File: src/rtl/reflet_mem_arbiter.sv
// reflet_mem_arbiter: shares one synchronous memory port (1-cycle read
// latency) between the reflet CPU and a single external requester.
// The CPU is frozen via cpu_enable while the external side owns memory,
// and a RESTORE cycle re-presents the CPU address so its read data is
// valid again on the first enabled cycle.
module reflet_mem_arbiter #(
  parameter int wordsize  = 16,
  parameter int cpu_burst = 4
) (
  input  logic                clk,
  input  logic                reset,
  input  logic                run_en,
  input  logic                cpu_req,
  input  logic [wordsize-1:0] cpu_addr,
  input  logic [wordsize-1:0] cpu_data_out,
  input  logic                cpu_write_en,
  output logic [wordsize-1:0] cpu_data_in,
  output logic                cpu_enable,
  input  logic                ext_req,
  input  logic [wordsize-1:0] ext_addr,
  input  logic [wordsize-1:0] ext_data_out,
  input  logic                ext_write_en,
  output logic [wordsize-1:0] ext_data_in,
  output logic                ext_ack,
  output logic [wordsize-1:0] mem_addr,
  output logic [wordsize-1:0] mem_data_out,
  output logic                mem_write_en,
  input  logic [wordsize-1:0] mem_data_in
);

  // Burst counter holds 0..cpu_burst-1; keep at least one bit for cpu_burst=1.
  localparam int BW = (cpu_burst > 1) ? $clog2(cpu_burst) : 1;
  localparam logic [BW-1:0] BLAST = BW'(cpu_burst - 1);

  localparam logic [1:0] CPU_RUN  = 2'd0;
  localparam logic [1:0] EXT_ADDR = 2'd1;
  localparam logic [1:0] EXT_DATA = 2'd2;
  localparam logic [1:0] RESTORE  = 2'd3;

  logic [1:0]    state, state_nxt;
  logic [BW-1:0] bcnt, bcnt_nxt;
  logic          cpu_active;

  assign cpu_active = run_en && cpu_req;

  // Read data is wired straight through; ownership decides who uses it.
  assign cpu_data_in = mem_data_in;
  assign ext_data_in = mem_data_in;

  // Next-state and burst-count logic.
  always_comb begin
    state_nxt = state;
    bcnt_nxt  = bcnt;
    case (state)
      CPU_RUN: begin
        if (ext_req && (!cpu_active || bcnt == BLAST)) begin
          state_nxt = EXT_ADDR;
          bcnt_nxt  = '0;
        end else if (ext_req) begin
          bcnt_nxt = bcnt + 1'b1;
        end else begin
          // Count only accumulates while the external side is waiting.
          bcnt_nxt = '0;
        end
      end
      EXT_ADDR: state_nxt = EXT_DATA;
      // Back-to-back external accesses only when the CPU has no use for
      // memory; otherwise hand back through RESTORE.
      EXT_DATA: state_nxt = (ext_req && !cpu_active) ? EXT_ADDR : RESTORE;
      RESTORE:  state_nxt = CPU_RUN;
      default:  state_nxt = RESTORE;
    endcase
  end

  // State register; reset parks in RESTORE so the CPU starts with valid data.
  always_ff @(posedge clk or posedge reset) begin
    if (reset) begin
      state <= RESTORE;
      bcnt  <= '0;
    end else begin
      state <= state_nxt;
      bcnt  <= bcnt_nxt;
    end
  end

  // Memory port steering and handshake outputs, combinational from state.
  always_comb begin
    mem_addr     = cpu_addr;
    mem_data_out = cpu_data_out;
    mem_write_en = 1'b0;
    cpu_enable   = 1'b0;
    ext_ack      = 1'b0;
    if (!reset) begin
      case (state)
        CPU_RUN: begin
          // A frozen CPU must never leak a write strobe into memory.
          mem_write_en = cpu_write_en && run_en;
          cpu_enable   = run_en;
        end
        EXT_ADDR: begin
          mem_addr     = ext_addr;
          mem_data_out = ext_data_out;
          mem_write_en = ext_write_en;
        end
        EXT_DATA: begin
          mem_addr     = ext_addr;
          mem_data_out = ext_data_out;
          ext_ack      = 1'b1;
        end
        default: ;
      endcase
    end
  end

endmodule

File: config.mk
export PLATFORM = sky130hd
export DESIGN_NAME = reflet_mem_arbiter
export DESIGN_NICKNAME = d
export VERILOG_FILES = /design/src/rtl/reflet_mem_arbiter.sv
export SDC_FILE = /design/constraint.sdc
export NUM_CORES = 1
export LEC_CHECK = 0
export CORE_AREA = 2 2 59 61
export CTS_BUF_LIST = sky130_fd_sc_hd__clkbuf_4 sky130_fd_sc_hd__clkbuf_8 sky130_fd_sc_hd__clkbuf_16
export DETAILED_ROUTE_END_ITERATION = 8
export DIE_AREA = 0 0 61 63
export DONT_BUFFER_PORTS = 1
export GPL_ROUTABILITY_DRIVEN = 0
export GPL_TIMING_DRIVEN = 1
export HOLD_SLACK_MARGIN = 0.02
export SYNTH_ARGS = -nofsm -noshare
export SYNTH_HDL_FRONTEND = slang
export SYNTH_SLANG_ARGS = --single-unit
File: constraint.sdc
create_clock -name clk -period 4.95 [get_ports clk]
set_clock_uncertainty 0.2 [all_clocks]
set_input_delay 0.495 -clock clk [delete_from_list [all_inputs] [get_ports clk]]
set_output_delay 0.495 -clock clk [all_outputs]
set_load 0.1 [all_outputs]
==> results of run 1 <==
[per-stage QoR]
stage / total power [mW] / cell area (µm²) / hold WS [ns]
global route: 1.11 / 865 / 0.227
floorplan: 1.15 / 1070 / 0.0649
global placement: 1.02 / 825 / 0.0837
finish: 1.07 / 870 / 0.238
CTS: 1.08 / 865 / 0.229
detailed placement: 1.03 / 825 / 0.0860
[flip-flops by register name, summed over array words and instances, names as in the netlist]
name	count
state	2
bcnt	2
[synth_stat cells]
| cell | number | area, µm² |
|---|---|---|
| a21o_1 | 1 | 7.51 |
| a21oi_1 | 1 | 5.00 |
| a32o_1 | 1 | 10.0 |
| a32oi_1 | 1 | 8.76 |
| and2b_2 | 1 | 8.76 |
| and3_1 | 1 | 6.26 |
| and3b_1 | 1 | 8.76 |
| buf_12 | 3 | 60.1 |
| buf_2 | 1 | 5.00 |
| buf_4 | 32 | 240 |
| buf_6 | 1 | 11.3 |
| dfrtp_1 | 2 | 50.1 |
| dfstp_2 | 2 | 52.6 |
| ha_1 | 4 | 50.1 |
| inv_1 | 5 | 18.8 |
| mux2_2 | 2 | 22.5 |
| mux2_4 | 30 | 450 |
| mux2i_1 | 1 | 10.0 |
| nand2_1 | 2 | 7.51 |
| nand3_1 | 1 | 5.00 |
| nand4_1 | 1 | 6.26 |
| nor2_1 | 1 | 3.75 |
| nor2b_1 | 1 | 6.26 |
| o21ai_0 | 2 | 10.0 |
| o22a_1 | 1 | 8.76 |
[area by class of cell]
cell class | count | area, µm²
fillers | 338 | 2360
multi-input cells | 53 | 646
flip-flops and latches | 4 | 103
well taps | 46 | 57.6
clock buffers | 4 | 30.0
inverters | 5 | 18.8
repair buffers | 1 | 10.0
diodes | 2 | 5.00
[critical path: stages, from the launching register on]
cell	delay, ns
dfstp_2	0.55
inv_1	0.06
ha_1	0.29
nor2b_4	0.94
mux2_2	0.70
[per-layer routing]
metal,global-route usage [%],up-vias,share of wire [%]
li1,-,245,-
met5,0,-,0
met2,19.8,76,50
met3,8.49,3,17
met1,10.9,261,33
met4,4.08,0,0.24
[cell usage in the layout (no fill, tap or decap)]
| cell | count |
|---|---|
| a21o_1 | 1 |
| a21oi_1 | 1 |
| a32o_1 | 1 |
| a32oi_1 | 1 |
| and2b_2 | 1 |
| and3_1 | 1 |
| and3b_1 | 1 |
| clkbuf_4 | 4 |
| dfrtp_1 | 2 |
| dfstp_2 | 2 |
| diode_2 | 2 |
| dlygate4sd3_1 | 1 |
| ha_1 | 4 |
| inv_1 | 5 |
| mux2_2 | 2 |
| mux2_4 | 30 |
| mux2i_1 | 1 |
| nand2_1 | 2 |
| nand3_1 | 1 |
| nand4_1 | 1 |
| nor2_2 | 1 |
| nor2b_4 | 1 |
| o21ai_0 | 2 |
| o22a_1 | 1 |
[worst min path at each step]
| stage | end | slack (ns) | cells after the start |
|---|---|---|---|
| after floorplan | bcnt[0] | 0.06 | 1 |
| after global placement | bcnt[1] | 0.08 | 1 |
| after detailed placement | bcnt[0] | 0.09 | 1 |
| after CTS | bcnt[0] | 0.23 | 2 |
| after global routing | bcnt[0] | 0.23 | 2 |
| final | bcnt[0] | 0.24 | 2 |
[cells by family after synthesis]
kind of cell | count (synthesis) | share of synthesized area [%]
buf+inv | 42 | 31.2
compound gates | 7 | 4.66
flops | 4 | 9.56
mux | 33 | 45.0
simple gates | 9 | 4.90
fa+ha+maj | 4 | 4.66
[power by group through the flow]
stage | logic (mW) | registers [mW] | clock network [mW]
4_1_cts | 0.970 | 0.0592 | 0.0506
6_report | 0.965 | 0.0595 | 0.0484
2_1_floorplan | 1.10 | 0.0577 | 0
3_5_place_dp | 0.968 | 0.0596 | 0
5_1_grt | 0.993 | 0.0615 | 0.0540
3_3_place_gp | 0.957 | 0.0581 | 0
[timing repair]
| action | CTS | global route |
|---|---|---|
| setup buffers | 0 | 0 |
| hold buffers | 1 | 0 |
| setup endpoints to repair | 0 | 0 |
| resized for setup | 0 | 0 |
| endpoints found under the hold margin | 2 | 0 |
==> flow_summary.ini, run 1 <==
[clock_tree]
cts_root_buf = clkbuf_4
path_clk_slew_ns = 0.04
clockBufferDepth = 2
cts_tree = built
cts_sinks = 4
cts_buffers = 3
htreeDepth = 1
clock_latency_ns = 0.23

[synth]
synth_nets = 190
ys.warnings.count = 0
synth.cell_area_um2 = 1070
post_synth.cell_area_avg_um2 = 10.8
yosysSeqAreaShare_pct = 9.56
yosys_register_bits = 4
postSynthCellCount = 99
yosys.cell_types.count = 25

[worst_setup_path]
r2r-start = state[0]
startpoint_type = register
crit_path_end_kind = primary output
cp_max_fo = 32
crit_start = state[0]
arrival_ns = 2.78
r2r_cells = 4
worstSetupPathType = register to primary output
r2r-end = state[1]
crit_required_ns = 4.26
reg2reg_slack_ns = 3.37
crit_end = mem_data_out[15]

[layout]
areaGrowthSynthToFinish_pct = -19.0
post_layout_nonfiller_instances = 115
nets = 159
fin_util_pct = 26.9
layout-drive-gt1-share_pct = 61.2

[grt]
grt_pass1_wl_um = 3260
grt_max_degree = 33
grt_pass1_vias = 637
antenna_found_initial = 1
grt_usage_pct = 11.8
grt_remaining_overflow = 0

[hold_path]
worstHoldStart = ext_req
hp-class = primary input to register

[detailed_routing]
drt.antenna.violating_nets = 0
drt_iter0_drc = 14
via_per_inst = 5.09
drc = 0
dr.pass1.iters = 2
vias = 585
wire_per_inst_um = 21.7
wirelength_um = 2490

[timing]
drv_slew = 0
setup_tns_ns = 0
fin_crit_ns = 3.47
setup_viol = 0
max_freq_mhz = 288
final-hold-violation-count = 0
timing.final.ws_setup_ns = 1.48
finalCritPeriodShare_pct = 70.1
relSlewSlack_pct = 20.6
rsz0062_at_grt = no
worst_slew_pin_slew_ns = 1.19

[pwr]
p_clk_share_pct = 4.5
peakVddDrop_mv = 0.429
swShare_pct = 72.7
power_frac_seq_pct = 5.5
internal_power_uw = 292
p_per_area_nw_per_um2 = 1230
switchingPower_uw = 780
leakage_nw = 0.404
pwr-share-comb_pct = 89.9

[die]
num_io_pins = 154
fp.dieH_um = 63
die_x_um = 61
die-area_um2 = 3840
start_util_pct = 33.2
num_rows = 21
core_area_um2 = 3230

[run]
max-cap-violations = 0

[placement]
dp_hpwl_um = 2230
port-buffer-count = 0
dp_cells = 108
pre_cts_slack_ns = 1.70

[outcome]
status = completed
Note: power is estimated with default switching activity, not from simulation.
==> run 2, diff against run 1 <==
Clock period 4.95 ns to 3.05 ns, I/O delays scaled along.
==> flow_summary.ini, run 2 (same netlist as run 1, synthesis figures left out) <==
[detailed_routing]
via_per_inst = 5.11
drt.antenna.violating_nets = 0
dr.pass1.iters = 3
wirelength_um = 2600
wire_per_inst_um = 22.4
drt_iter0_drc = 16
drc = 0
vias = 593

[clock_tree]
postCtsSetupBuffers = 0
cts_buffers = 3
path_clk_slew_ns = 0.04
cts_root_buf = clkbuf_4
clock_latency_ns = 0.24
htreeDepth = 1
cts_sinks = 4
clockBufferDepth = 2
ctsResizeCount = 0
cts_tree = built
ctsHoldBuffers = 1

[timing]
fin_crit_ns = 2.56
relSlewSlack_pct = 63.3
final-hold-violation-count = 0
timing.final.ws_setup_ns = 0.485
max_freq_mhz = 390
drv_slew = 0
rsz0062_at_grt = no
setup_viol = 0
setup_tns_ns = 0
worst_slew_pin_slew_ns = 0.552
finalCritPeriodShare_pct = 84.1

[layout]
final_area_um2 = 900
mostFrequentLayoutCell = mux2_4
nets = 162
multi_input_area_um2 = 646
areaGrowthSynthToFinish_pct = -16.2
top_regs = bcnt: 2 flops, state: 2 flops
antenna_cells = 0
final_cell_mix = mux2_4, inv_1, ha_1, clkbuf_4
seq_area_um2 = 103
layout-drive-gt1-share_pct = 62.9
fill_cells = 344

[outcome]
status = completed

[placement]
place_area_um2 = 860
port-buffer-count = 0
pre_cts_slack_ns = 0.743

[grt]
grt_max_degree = 31
grt_pass1_vias = 623
antenna_found_initial = 0
grt_usage_pct = 12.5
grt_remaining_overflow = 0
grt_pass1_wl_um = 3390

[die]
die_x_um = 61
die-area_um2 = 3840
core_area_um2 = 3230
num_io_pins = 154
num_rows = 21
fp.dieH_um = 63
start_util_pct = 33.2

[worst_setup_path]
startpoint_type = register
crit_required_ns = 2.54
crit_path_end_kind = primary output
path_cells = inv_1 -> ha_1 -> nor2b_4 -> buf_12 -> mux2_4
worstSetupPathType = register to primary output
cp_slowest_stage_delay_ns = 0.55
critPathSlowestCell = dfstp_2
arrival_ns = 2.06
reg2reg_slack_ns = 1.48
cp_max_fo = 30

[pwr]
leakage_nw = 0.424
peakVddDrop_mv = 0.547
p_per_area_nw_per_um2 = 1970

[run]
max-cap-violations = 0

[hold_path]
hp-class = primary input to register
run 2: layer usage:
layer  vias to the layer above  global-route usage (%)  share of wire, %
met3                         5                    10.4                20
met5                         -                       0                 0
met4                         0                    5.71              0.69
li1                        250                       -                 -
met1                       266                    11.5                30
met2                        72                    19.4                49
run 2: per-stage QoR:
step	total power [mW]	utilization [%]	hold WS, ns	instances
6_report	1.77	27.8	0.0408	116
5_1_grt	1.82	27.8	0.0287	116
4_1_cts	1.78	27.8	0.0311	116
3_5_place_dp	1.69	26.6	-0.102	111
3_3_place_gp	1.68	26.6	-0.108	111
2_1_floorplan	1.87	-	-0.125	99
run 2: critical path: cells and delay by family (launching register included):
family                     cells  cell delay, ns
adders and majority gates      1            0.28
muxes                          1            0.47
DFF                            1            0.55
and+or+nand+nor                1            0.19
buffers and inverters          2            0.33
run 2: area by class of cell:
type	instances	area share, %
clock buffer	4	3.34
tap	46	6.40
sequential	4	11.4
multi-input combinational	53	71.8
inverter	5	2.09
timing repair buffer	4	5.01
run 2: final timing paths:
kind | from | end | cells past startpoint
min | ext_req | bcnt[1] | 2
max in group asynchronous | reset | state[1] | 2
max | state[0] | mem_data_out[11] | 5
min reg2reg | bcnt[0] | bcnt[0] | 1
max reg2reg | state[0] | state[1] | 4
min in group asynchronous | reset | bcnt[1] | 2
run 2: power by group:
part	internal, mW	leakage (nW)	switching (mW)
logic	0.356	0.357	1.24
clock network	0.0580	0.0184	0.0221
registers	0.0820	0.0484	0.0140
total	0.496	0.424	1.27
==> run 3, diff against run 2 <==
Settings changed: ABC_AREA from default to 1.
Clock period 3.05 ns to 2.54 ns, I/O delays scaled along.
==> flow_summary.ini, run 3 <==
[grt]
grt_pass1_wl_um = 4370
grt_usage_pct = 14.2
grt_pass1_vias = 1024
grt_remaining_overflow = 0
antenna_found_initial = 0
grt_max_degree = 33

[die]
num_io_pins = 154
num_rows = 21
fp.dieH_um = 63
core_area_um2 = 3230
die_x_um = 61
start_util_pct = 31.7
die-area_um2 = 3840

[synth]
post_synth.cell_area_avg_um2 = 5.59
synth.cell_area_um2 = 1020
ys.warnings.count = 0
synth_nets = 274
postSynthCellCount = 183
ys_async_sr_fraction_pct = 100
synth_top_area_cell = nand2_1
yosysSeqAreaShare_pct = 10.0
synth.area.top_cells = nand2_1, buf_4, nand3_1, dfstp_2, dfrtp_1
yosysMostFrequentCell = nand2_1
synth.top_cells.by_count = nand2_1, nand3_1, buf_4
yosys.cell_types.count = 15
yosys_register_bits = 4
yosys_most_used_dff = dfstp_2
synth-edff-count = 0
synth_top_cell_area_share_pct = 30.4

[detailed_routing]
dr.pass1.iters = 4
vias = 1123
drt.antenna.violating_nets = 0
drc = 0
wirelength_um = 2930
via_per_inst = 4.86
drt_iter0_drc = 19
wire_per_inst_um = 12.7

[worst_setup_path]
r2r_cells = 7
arrival_ns = 1.93
worstSetupPathType = register to primary output
r2r-start = state[0]
crit_required_ns = 2.09
crit_path_end_kind = primary output
r2r-end = state[0]
cp_max_fo = 19
reg2reg_slack_ns = 1.04
startpoint_type = register

[clock_tree]
cts_sinks = 4
clock_latency_ns = 0.23
path_clk_slew_ns = 0.04
cts_root_buf = clkbuf_4
postCtsSetupBuffers = 0
cts_tree = built
clockBufferDepth = 2
cts_buffers = 3
htreeDepth = 1

[timing]
finalCritPeriodShare_pct = 93.8
relSlewSlack_pct = 78.7
final-hold-violation-count = 0
rsz0062_at_grt = no
fin_crit_ns = 2.38
setup_tns_ns = 0
setup_viol = 0
drv_slew = 0
max_freq_mhz = 420
worst_slew_pin_slew_ns = 0.320

[run]
max-cap-violations = 0

[hold_path]
worstHoldStart = ext_req
holdPathStages = 3
hp-class = primary input to register
min_to = bcnt[1]

[layout]
antenna_cells = 0
top_regs = bcnt: 2 flops, state: 2 flops
nets = 277
final_cell_mix = nand2_1, nand3_1, buf_12
mostFrequentLayoutCell = nand2_1
areaGrowthSynthToFinish_pct = 49.3
layout-drive-gt1-share_pct = 27.0
final_area_um2 = 1530

[placement]
dp_hpwl_um = 2380
port-buffer-count = 0
place_area_um2 = 1470

[outcome]
status = completed
## run 3: how the worst max path moves through the flow
stage	start	end	slack, ns	cells past startpoint
after floorplan	state[1]	ext_ack	0.13	3
after global placement	state[0]	mem_data_out[4]	0.44	6
after detailed placement	state[0]	mem_data_out[4]	0.42	6
after CTS	reset	mem_data_out[4]	0.10	6
after global routing	state[0]	mem_data_out[0]	0.02	6
final	state[0]	mem_data_out[9]	0.16	6
## run 3: worst max-delay path, stage by stage, from the launching register on
cell     delay, ns
dfstp_2       0.53
inv_1         0.07
ha_1          0.41
buf_4         0.26
nand3_1       0.11
nand2_1       0.12
buf_12        0.18
## run 3: metrics by stage
stage	hold WS, ns	utilization (%)	setup WS, ns	cells
after floorplan	0.0136	-	0.131	183
after global placement	-0.0163	45.4	0.443	225
after detailed placement	-0.0179	45.4	0.416	225
after CTS	0.0306	46.9	0.103	231
after global routing	0.0402	47.3	0.0170	231
final	0.0333	47.3	0.157	231
## run 3: logic make-up after synthesis
group	Yosys count	share of synthesized area [%]
AND/OR/NAND/NOR	124	50.9
buffers and inverters	48	32.4
flip-flops	4	10.0
adder cells (fa/ha/maj)	4	4.89
AO/OA/AOI/OAI	3	1.83
## run 3: final cells by class
cell class                      count  area [µm²]
Clock buffer                        4        30.0
Timing Repair Buffer               40         706
Tap cell                           46        57.6
Inverter                            6        25.0
Multi-Input combinational cell    131         607
Sequential cell                     4         103
Fill cell                         310        1700
## run 3: what timing repair did
action                                  CTS  global route
gates resized for setup                   0             3
endpoints found under the hold margin     5             0
endpoints found under the setup margin    0            30
hold buffers                              2             0
## run 3: layer usage
metal	track usage, %	share of wire, %	vias to the layer above
met1	12.8	30	504
li1	-	-	549
met5	0	0	-
met2	28.8	57	64
met4	4.35	1.5	0
met3	3.31	11	6
Power of run 3 is left out: the tool's default activity adds up to more than one toggle a clock period on the data nets, which glitch-free logic cannot reach.
